File: src/rtl/fir_mac_if.sv
// Handshake and datapath-control bundle between the FIR sequencer,
// the sample source and the buffer/coefficient-ROM/MAC datapath.
interface fir_mac_if #(
  parameter int InputWidth = 16,
  parameter int ADDR_W     = 6
);
  logic                  input_valid;
  logic [InputWidth-1:0] din;
  logic                  input_ready;
  logic                  buf_we;
  logic [ADDR_W-1:0]     buf_waddr;
  logic [InputWidth-1:0] buf_wdata;
  logic [ADDR_W-1:0]     buf_raddr;
  logic [ADDR_W-1:0]     coef_addr;
  logic                  mac_clr;
  logic                  mac_en;
  logic                  output_valid;
  logic                  busy;
  logic                  overrun;

  modport master (
    output input_valid, din,
    input  input_ready, buf_we, buf_waddr, buf_wdata,
    input  buf_raddr, coef_addr, mac_clr, mac_en,
    input  output_valid, busy, overrun
  );

  modport slave (
    input  input_valid, din,
    output input_ready, buf_we, buf_waddr, buf_wdata,
    output buf_raddr, coef_addr, mac_clr, mac_en,
    output output_valid, busy, overrun
  );
endinterface

File: src/rtl/fir_mac_sequencer.sv
// Serial FIR control sequencer: clears the sample buffer, then per frame
// writes one sample and walks all taps through the shared MAC.
module fir_mac_sequencer #(
  parameter int InputWidth = 16,
  parameter int TAPS       = 64,
  parameter int ADDR_W     = 6,
  parameter int RD_LAT     = 1,
  parameter int MAC_LAT    = 1
) (
  input logic      clk,
  input logic      rst,
  fir_mac_if.slave bus
);
  localparam int DrainN = RD_LAT + MAC_LAT;
  localparam logic [ADDR_W-1:0] KLast = ADDR_W'(TAPS - 1);
  localparam logic [ADDR_W-1:0] DLast = ADDR_W'(DrainN - 1);
  localparam logic [ADDR_W-1:0] One   = ADDR_W'(1);

  typedef enum logic [2:0] {
    CLEAR, IDLE, WRITE, ISSUE, DRAIN
  } state_e;

  state_e                state_q, state_d;
  logic [ADDR_W-1:0]     k_q, k_d;
  logic [ADDR_W-1:0]     wp_q, wp_d;
  logic [InputWidth-1:0] din_q, din_d;
  logic                  overrun_q, overrun_d;
  logic                  ready_q, ready_d;
  logic                  busy_q, busy_d;
  logic                  we_q, we_d;
  logic [ADDR_W-1:0]     waddr_q, waddr_d;
  logic [InputWidth-1:0] wdata_q, wdata_d;
  logic [ADDR_W-1:0]     raddr_q, raddr_d;
  logic [ADDR_W-1:0]     coef_q, coef_d;
  logic                  issue_q, issue_d;
  logic                  first_q, first_d;
  logic                  oval_q, oval_d;
  logic [RD_LAT-1:0]     en_pipe_q;
  logic [RD_LAT-1:0]     clr_pipe_q;
  logic                  hs;

  assign hs = bus.input_valid & ready_q;

  always_comb begin
    state_d   = state_q;
    k_d       = k_q;
    wp_d      = wp_q;
    din_d     = din_q;
    overrun_d = overrun_q | (bus.input_valid & ~ready_q);
    ready_d   = 1'b0;
    we_d      = 1'b0;
    waddr_d   = '0;
    wdata_d   = '0;
    raddr_d   = '0;
    coef_d    = '0;
    issue_d   = 1'b0;
    first_d   = 1'b0;
    oval_d    = 1'b0;
    unique case (state_q)
      CLEAR: begin
        we_d    = 1'b1;
        waddr_d = k_q;
        k_d     = k_q + One;
        if (k_q == KLast) begin
          state_d = IDLE;
          k_d     = '0;
        end
      end
      IDLE: begin
        ready_d = ~hs;
        if (hs) begin
          din_d   = bus.din;
          state_d = WRITE;
        end
      end
      WRITE: begin
        we_d    = 1'b1;
        waddr_d = wp_q;
        wdata_d = din_q;
        k_d     = '0;
        state_d = ISSUE;
      end
      ISSUE: begin
        issue_d = 1'b1;
        first_d = (k_q == '0);
        raddr_d = wp_q - k_q;
        coef_d  = k_q;
        k_d     = k_q + One;
        if (k_q == KLast) begin
          state_d = DRAIN;
          k_d     = '0;
        end
      end
      DRAIN: begin
        k_d = k_q + One;
        // Last drain cycle: the next registered outputs mark IDLE entry.
        if (k_q == DLast) begin
          oval_d  = 1'b1;
          ready_d = 1'b1;
          wp_d    = wp_q + One;
          k_d     = '0;
          state_d = IDLE;
        end
      end
      default: state_d = CLEAR;
    endcase
    busy_d = ~ready_d;
  end

  always_ff @(posedge clk) begin
    if (rst) begin
      state_q    <= CLEAR;
      k_q        <= '0;
      wp_q       <= '0;
      din_q      <= '0;
      overrun_q  <= 1'b0;
      ready_q    <= 1'b0;
      busy_q     <= 1'b1;
      we_q       <= 1'b0;
      waddr_q    <= '0;
      wdata_q    <= '0;
      raddr_q    <= '0;
      coef_q     <= '0;
      issue_q    <= 1'b0;
      first_q    <= 1'b0;
      oval_q     <= 1'b0;
      en_pipe_q  <= '0;
      clr_pipe_q <= '0;
    end else begin
      state_q       <= state_d;
      k_q           <= k_d;
      wp_q          <= wp_d;
      din_q         <= din_d;
      overrun_q     <= overrun_d;
      ready_q       <= ready_d;
      busy_q        <= busy_d;
      we_q          <= we_d;
      waddr_q       <= waddr_d;
      wdata_q       <= wdata_d;
      raddr_q       <= raddr_d;
      coef_q        <= coef_d;
      issue_q       <= issue_d;
      first_q       <= first_d;
      oval_q        <= oval_d;
      en_pipe_q[0]  <= issue_q;
      clr_pipe_q[0] <= first_q;
      for (int i = 1; i < RD_LAT; i++) begin
        en_pipe_q[i]  <= en_pipe_q[i-1];
        clr_pipe_q[i] <= clr_pipe_q[i-1];
      end
    end
  end

  assign bus.input_ready  = ready_q;
  assign bus.busy         = busy_q;
  assign bus.overrun      = overrun_q;
  assign bus.buf_we       = we_q;
  assign bus.buf_waddr    = waddr_q;
  assign bus.buf_wdata    = wdata_q;
  assign bus.buf_raddr    = raddr_q;
  assign bus.coef_addr    = coef_q;
  assign bus.mac_en       = en_pipe_q[RD_LAT-1];
  assign bus.mac_clr      = clr_pipe_q[RD_LAT-1];
  assign bus.output_valid = oval_q;
endmodule

File: src/flat_wrapper.sv
// flat-port wrapper written by rule: the top's interface ports become plain ports
module fir_mac_sequencer_flat 
#(
  parameter int InputWidth = 16,
  parameter int TAPS       = 64,
  parameter int ADDR_W     = 6,
  parameter int RD_LAT     = 1,
  parameter int MAC_LAT    = 1
)
  (clk, rst, bus_input_valid, bus_din, bus_input_ready, bus_buf_we, bus_buf_waddr, bus_buf_wdata, bus_buf_raddr, bus_coef_addr, bus_mac_clr, bus_mac_en, bus_output_valid, bus_busy, bus_overrun);
  fir_mac_if #(.InputWidth(InputWidth), .ADDR_W(ADDR_W)) bus_i ();
  input logic clk;
  input logic rst;
  input wire logic [$bits(bus_i.input_valid)-1:0] bus_input_valid;
  input wire logic [$bits(bus_i.din)-1:0] bus_din;
  output wire logic [$bits(bus_i.input_ready)-1:0] bus_input_ready;
  output wire logic [$bits(bus_i.buf_we)-1:0] bus_buf_we;
  output wire logic [$bits(bus_i.buf_waddr)-1:0] bus_buf_waddr;
  output wire logic [$bits(bus_i.buf_wdata)-1:0] bus_buf_wdata;
  output wire logic [$bits(bus_i.buf_raddr)-1:0] bus_buf_raddr;
  output wire logic [$bits(bus_i.coef_addr)-1:0] bus_coef_addr;
  output wire logic [$bits(bus_i.mac_clr)-1:0] bus_mac_clr;
  output wire logic [$bits(bus_i.mac_en)-1:0] bus_mac_en;
  output wire logic [$bits(bus_i.output_valid)-1:0] bus_output_valid;
  output wire logic [$bits(bus_i.busy)-1:0] bus_busy;
  output wire logic [$bits(bus_i.overrun)-1:0] bus_overrun;
  assign bus_i.input_valid = bus_input_valid;
  assign bus_i.din = bus_din;
  assign bus_input_ready = bus_i.input_ready;
  assign bus_buf_we = bus_i.buf_we;
  assign bus_buf_waddr = bus_i.buf_waddr;
  assign bus_buf_wdata = bus_i.buf_wdata;
  assign bus_buf_raddr = bus_i.buf_raddr;
  assign bus_coef_addr = bus_i.coef_addr;
  assign bus_mac_clr = bus_i.mac_clr;
  assign bus_mac_en = bus_i.mac_en;
  assign bus_output_valid = bus_i.output_valid;
  assign bus_busy = bus_i.busy;
  assign bus_overrun = bus_i.overrun;
  fir_mac_sequencer #(.InputWidth(InputWidth), .TAPS(TAPS), .ADDR_W(ADDR_W), .RD_LAT(RD_LAT), .MAC_LAT(MAC_LAT)) u_core (.clk(clk), .rst(rst), .bus(bus_i));
endmodule
File: config.mk
export PLATFORM = sky130hd
export DESIGN_NAME = fir_mac_sequencer_flat
export DESIGN_NICKNAME = d
export VERILOG_FILES = /design/src/rtl/fir_mac_if.sv /design/src/rtl/fir_mac_sequencer.sv /design/src/flat_wrapper.sv
export SDC_FILE = /design/constraint.sdc
export NUM_CORES = 1
export LEC_CHECK = 0
export CAP_MARGIN = 20
export CORE_AREA = 2 2 78 80
export DETAILED_ROUTE_END_ITERATION = 12
export DIE_AREA = 0 0 80 82
export HOLD_SLACK_MARGIN = 0.02
export PLACE_DENSITY_LB_ADDON = 0.2
export SLEW_MARGIN = 10
export SYNTH_ARGS = -nofsm -noshare
export SYNTH_HDL_FRONTEND = slang
export SYNTH_SLANG_ARGS = --single-unit
File: constraint.sdc
create_clock -name clk -period 2.25 [get_ports clk]
set_input_delay 0.45 -clock clk [delete_from_list [all_inputs] [get_ports clk]]
set_output_delay 0.45 -clock clk [all_outputs]
set_load 0.05 [all_outputs]
; ---- Word level (Yosys, flattened, before mapping)
; Index checks and enable logic that the tools add are counted.
[word_totals]
output_inout_bits = 41
word_cells = 63
reg_bits = 74
[op_classes]
n_bitwise = 9
muxes = 13
reduce_logical = 11
n_addsub = 3
eq_ne = 10
[ops]
columns = cell, n
row1 = one-hot mux 6 bit (3 select lines), 1
row2 = one-hot mux 3 bit (5 select lines), 1
row3 = "adder 6 x 1 -> 6 bit, second input constant", 2
row4 = 2-to-1 mux 3 bit, 4
row5 = 2-to-1 mux 6 bit, 2
row6 = one-hot mux 6 bit (2 select lines), 1
row7 = OR reduction 2 bit, 5
row8 = "!= test 2 x 1 -> 1 bit, second input constant", 4
row9 = "equality test 3 x 2 -> 1 bit, second input constant", 2
row10 = "equality test 6 x 1 -> 1 bit, second input constant", 1
row11 = "equality test 6 bit, second input constant", 1
row12 = zero test 6 bit, 1
row13 = NOT 1 bit, 6
row14 = subtractor 6 bit, 1
row15 = AND reduction 2 bit, 2
row16 = AND reduction 4 bit, 1
row17 = "equality test 3 x 1 -> 1 bit, second input constant", 1
row18 = "equality test 3 bit, second input constant", 1
row19 = zero test 3 bit, 1
row20 = 2-to-1 mux 1 bit, 3
row21 = nonzero test 3 bit, 1
row22 = AND 1 bit, 2
row23 = one-hot mux 1 bit (2 select lines), 1
row24 = bitwise OR 1 bit, 1

; ---- Depth between registers and ports, before layout
; Gate-level depths: netlist of run 1.
[logic_depth]
ltp_word = 4
ltp_mapped = 9

; ---- Worst setup path after synthesis of run 1
; Ideal clock, no wire load.
[synth_timing]
path_kind = register -> register
startpoint = register u_core.ready_q, in the netlist u_core.bus.input_ready
endpoint = register u_core.din_q[10]
n_path_buf = 2
synth_period_minus_slack_ns = 1.708
required_ns = 2.118
path_stages_with_launch = 7
arrival_ns = 1.575
setup_slack_ns = 0.542
path_cell_list = dfxtp_1 > nand3_1 > or2_2 > clkbuf_1 > buf_2 > nand2_1 > a21oi_1
[synth_between]
elab_chain_len = 2
[synth_lines]
columns = element, line
row1 = from (decl), fir_mac_sequencer.sv:28  ; logic ready_q, ready_d;
row2 = from (signal assigned), fir_mac_sequencer.sv:135  ; ready_q <= ready_d;
row3 = AND 1 bit, fir_mac_sequencer.sv:42  ; assign hs = bus.input_valid & ready_q;
row4 = AND reduction 2 bit (no line), --
row5 = to (signal assigned), fir_mac_sequencer.sv:133  ; din_q <= din_d;
row6 = to (decl), fir_mac_sequencer.sv:26  ; logic [InputWidth-1:0] din_q, din_d;
; No other way between the ends.
; A chain may end at the register's enable or synchronous reset.

; ---- Worst setup path in the final report of run 1
[layout_timing]
startpoint = register u_core.ready_q, in the netlist u_core.bus.input_ready
endpoint = output port bus_input_ready
[layout_lines]
columns = element, line
row1 = to (decl), flat_wrapper.sv:16  ; output wire logic [$bits(bus_i.input_ready)-1:0] bus_input_ready;
; No word-level cell between the ends.

==> results of run 1 <==
[tightest hold or removal path, delay by kind of cell, from the launching register on]
kind | cells | cell delay, ns
AND/OR/NAND/NOR | 1 | 0.05
AO/OA/AOI/OAI | 1 | 0.05
flip-flops | 1 | 0.31
[kinds of logic after synthesis]
logic type                 synth area share, %
and+or+nand+nor                           22.3
muxes                                     2.88
DFF                                       53.2
buffers and inverters                     4.85
AOI/OAI and AO/OA                         9.16
xor gates and xnor gates                  2.83
adders and majority gates                 4.76
[cell type report]
type	instances	share of cell area, %
flip-flops and latches	74	40.7
multi-input cells	199	32.1
repair buffers	63	17.1
clock buffers	10	3.51
well taps	75	2.58
clock inverters	6	2.51
inverters	14	1.45
[worst paths after layout]
kind	end	slack (ns)	cells past startpoint
worst max-delay path	bus_input_ready	0.23	1
worst min-delay path	u_core.din_q[3]	0.45	2
worst max register to register	u_core.first_q	0.44	4
worst min register to register	u_core.din_q[3]	0.45	2
[cell usage after synthesis]
cell type / count / area share, %
a221oi_1: 1 / 0.31
nand2_1: 49 / 6.6
a31oi_1: 1 / 0.22
inv_1: 14 / 1.9
dfxtp_1: 74 / 53
o21a_1: 1 / 0.27
a21o_1: 2 / 0.54
fa_1: 1 / 0.72
ha_1: 9 / 4.0
buf_4: 2 / 0.54
o21ai_0: 5 / 0.90
mux2i_1: 8 / 2.9
or3_1: 5 / 1.1
nand4_4: 1 / 0.76
nor3b_1: 1 / 0.27
nor2b_1: 4 / 0.90
buf_2: 3 / 0.54
and3_1: 18 / 4.0
xnor2_1: 7 / 2.2
a21boi_0: 1 / 0.27
and2_1: 5 / 1.1
o22ai_1: 1 / 0.22
or2_2: 2 / 0.45
nand3_1: 6 / 1.1
nor4_4: 1 / 0.76
nand4_1: 1 / 0.22
buf_6: 1 / 0.40
nor3_2: 1 / 0.36
clkbuf_1: 10 / 1.3
a211oi_1: 2 / 0.54
xor2_1: 2 / 0.63
a2bb2oi_1: 1 / 0.31
buf_1: 1 / 0.13
nor3_1: 4 / 0.72
a21oi_1: 28 / 5.0
a22oi_1: 2 / 0.54
nor2_1: 29 / 3.9
[where the power goes]
group	switching [mW]	internal (mW)
sequential	0.0111	1.32
combinational	0.0779	0.0701
clock	0.490	0.626
total	0.579	2.01
[metal layers]
| layer | vias to the layer above | wire length (µm) |
|---|---|---|
| met5 | - | 0 |
| met4 | 0 | 76 |
| met3 | 8 | 327 |
| met2 | 66 | 2740 |
| met1 | 1016 | 2560 |
| li1 | 1119 | - |
[through the flow]
| stage | setup WS [ns] | cell area (µm²) |
|---|---|---|
| global route | 0.185 | 3640 |
| global placement | 0.274 | 3420 |
| CTS | 0.218 | 3640 |
| detailed placement | 0.238 | 3420 |
| finish | 0.235 | 3640 |
| floorplan | 0.542 | 2790 |
[registers in the layout (all words and copies together), names as in the netlist]
name	cells
u_core.bus.overrun	1
u_core.first_q	1
u_core.state_q	3
u_core.bus.mac_en	1
u_core.bus.mac_clr	1
u_core.bus.buf_we	1
u_core.bus.input_ready	1
u_core.issue_q	1
u_core.din_q	16
u_core.bus.buf_wdata	16
u_core.bus.busy	1
u_core.bus.buf_raddr	6
u_core.bus.buf_waddr	6
u_core.bus.output_valid	1
u_core.wp_q	6
u_core.bus.coef_addr	6
u_core.k_q	6
==> flow_metrics.py, run 1 <==
metrics = {
    "power_and_ir_drop": {
        "p_leak_nw": 1.41,
        "p_total_mw": 2.59,
        "vdd_ir_drop_max_uv": 450,
        "power_density_nw_per_um2": 713,
    },
    "placement": {
        "io_buffers": 59,
        "gp_congestion": 0.753,
        "dp_cells": 425,
        "dp_hpwl_mm": 3.87,
    },
    "synthesis": {
        "syn_avg_cell_area_um2": 9.16,
        "syn_inst": 304,
        "ys_seq_area_share_pct": 53.2,
        "synth_nets": 333,
        "synth_cell_type_count": 37,
        "yosysWarnings": 0,
        "synth-seq-cells": 74,
        "netlist_area_um2": 2790,
    },
    "critical_path": {
        "crit_fanout": 5,
        "crit_path_cell_trace": "clkdlybuf4s50_1",
        "critPathArrivalTime_ns": 1.57,
        "cp_num_buf_inv": 1,
        "crit_slowest_cell": "clkdlybuf4s50_1",
        "required_ns": 1.80,
        "cp_top_family": "buffers and inverters",
        "startpoint": "u_core.bus.input_ready",
        "crit_type": "flop to output pin",
        "reg2reg_from": "u_core.state_q[1]",
        "max_stage_delay_ns": 0.83,
        "critPathCaptureType": "output pin",
        "cp-start-kind": "flop",
    },
    "timing": {
        "whs_ns": 0.452,
        "skew_ns": 0.00586,
        "max_freq_mhz": 496,
        "fin_crit_sh_pct": 89.6,
        "worst_slew_pin_slew_ns": 0.688,
        "slew_headroom_pct": 54.1,
        "fin_crit_ns": 2.02,
        "rsz0062_at_grt": "false",
        "finalHoldViolCount": 0,
        "slew_violations": 0,
        "setup_viol": 0,
        "setup_tns_ns": 0,
    },
    "floorplanning": {
        "die_y_um": 82,
        "start_util_pct": 48.5,
        "chipWidth_um": 80,
        "row_count": 28,
        "dieArea_um2": 6560,
        "ios": 60,
        "core_um2": 5750,
    },
    "global_route": {
        "use_met3_pct": 6.70,
        "grt_pass1_wl_mm": 9.13,
        "gr-usage-met2_pct": 30.1,
        "grt_busiest_layer": "met2",
        "antenna_found_initial": 0,
        "grt_pass1_vias": 2044,
        "met1_usage_pct": 21.9,
        "grt_max_degree": 27,
        "track_usage_pct": 18.5,
        "overflow": 0,
    },
    "clocking": {
        "post_cts_buffers": 0,
        "cts_tree": "done",
        "cts.hold.buffers_added": 0,
        "clkTransAtPathRegs_ns": 0.07,
        "post_cts_resized": 0,
        "cts_sinks": 74,
        "cts_max_level": 3,
        "cts_buffers": 9,
        "clock-root-buffer": "clkbuf_8",
        "clockBufferDepth": 2,
        "clk_latency_ns": 0.35,
    },
    "route": {
        "drc": 0,
        "routed_wl_mm": 5.71,
        "via_per_inst": 5.01,
        "postRouteAntennaNets": 0,
        "avgRoutedWirePerCell_um": 12.9,
        "drtIter0Drc": 103,
        "drtPass1Iterations": 5,
        "dr_total_vias": 2209,
    },
    "layout": {
        "antenna_cells": 0,
        "utilization_pct": 63.3,
        "instances_no_fill": 441,
        "multi_input_area_um2": 1170,
        "final_common_cell": "dfxtp_1",
        "num-nets-final": 390,
        "seq_area_um2": 1480,
        "fill_cells": 506,
        "area_growth_pct": 30.5,
        "drive_above_1_share_pct": 6.56,
        "mostFrequentLayoutCells": "74 x dfxtp_1, 59 x clkdlybuf4s50_1, 49 x nand2_1",
    },
    "job": {
        "drv_cap": 0,
    },
    "hold_path": {
        "min-delay-start": "u_core.din_q[3]",
        "hold_class": "flop to flop",
    },
    "run_status": {
        "status": "finished clean",
    },
}
(Power assumes the default switching activity.)
==> run 2, diff against run 1 <==
--- a/config.mk
+++ b/config.mk
@@ -11,6 +11,7 @@
 export DIE_AREA = 0 0 80 82
 export HOLD_SLACK_MARGIN = 0.02
 export PLACE_DENSITY_LB_ADDON = 0.2
+export SKIP_CTS_REPAIR_TIMING = 1
 export SLEW_MARGIN = 10
 export SYNTH_ARGS = -nofsm -noshare
 export SYNTH_HDL_FRONTEND = slang
==> results of run 2 <==
Final layout, timing and power as in run 1 (identical DEF).
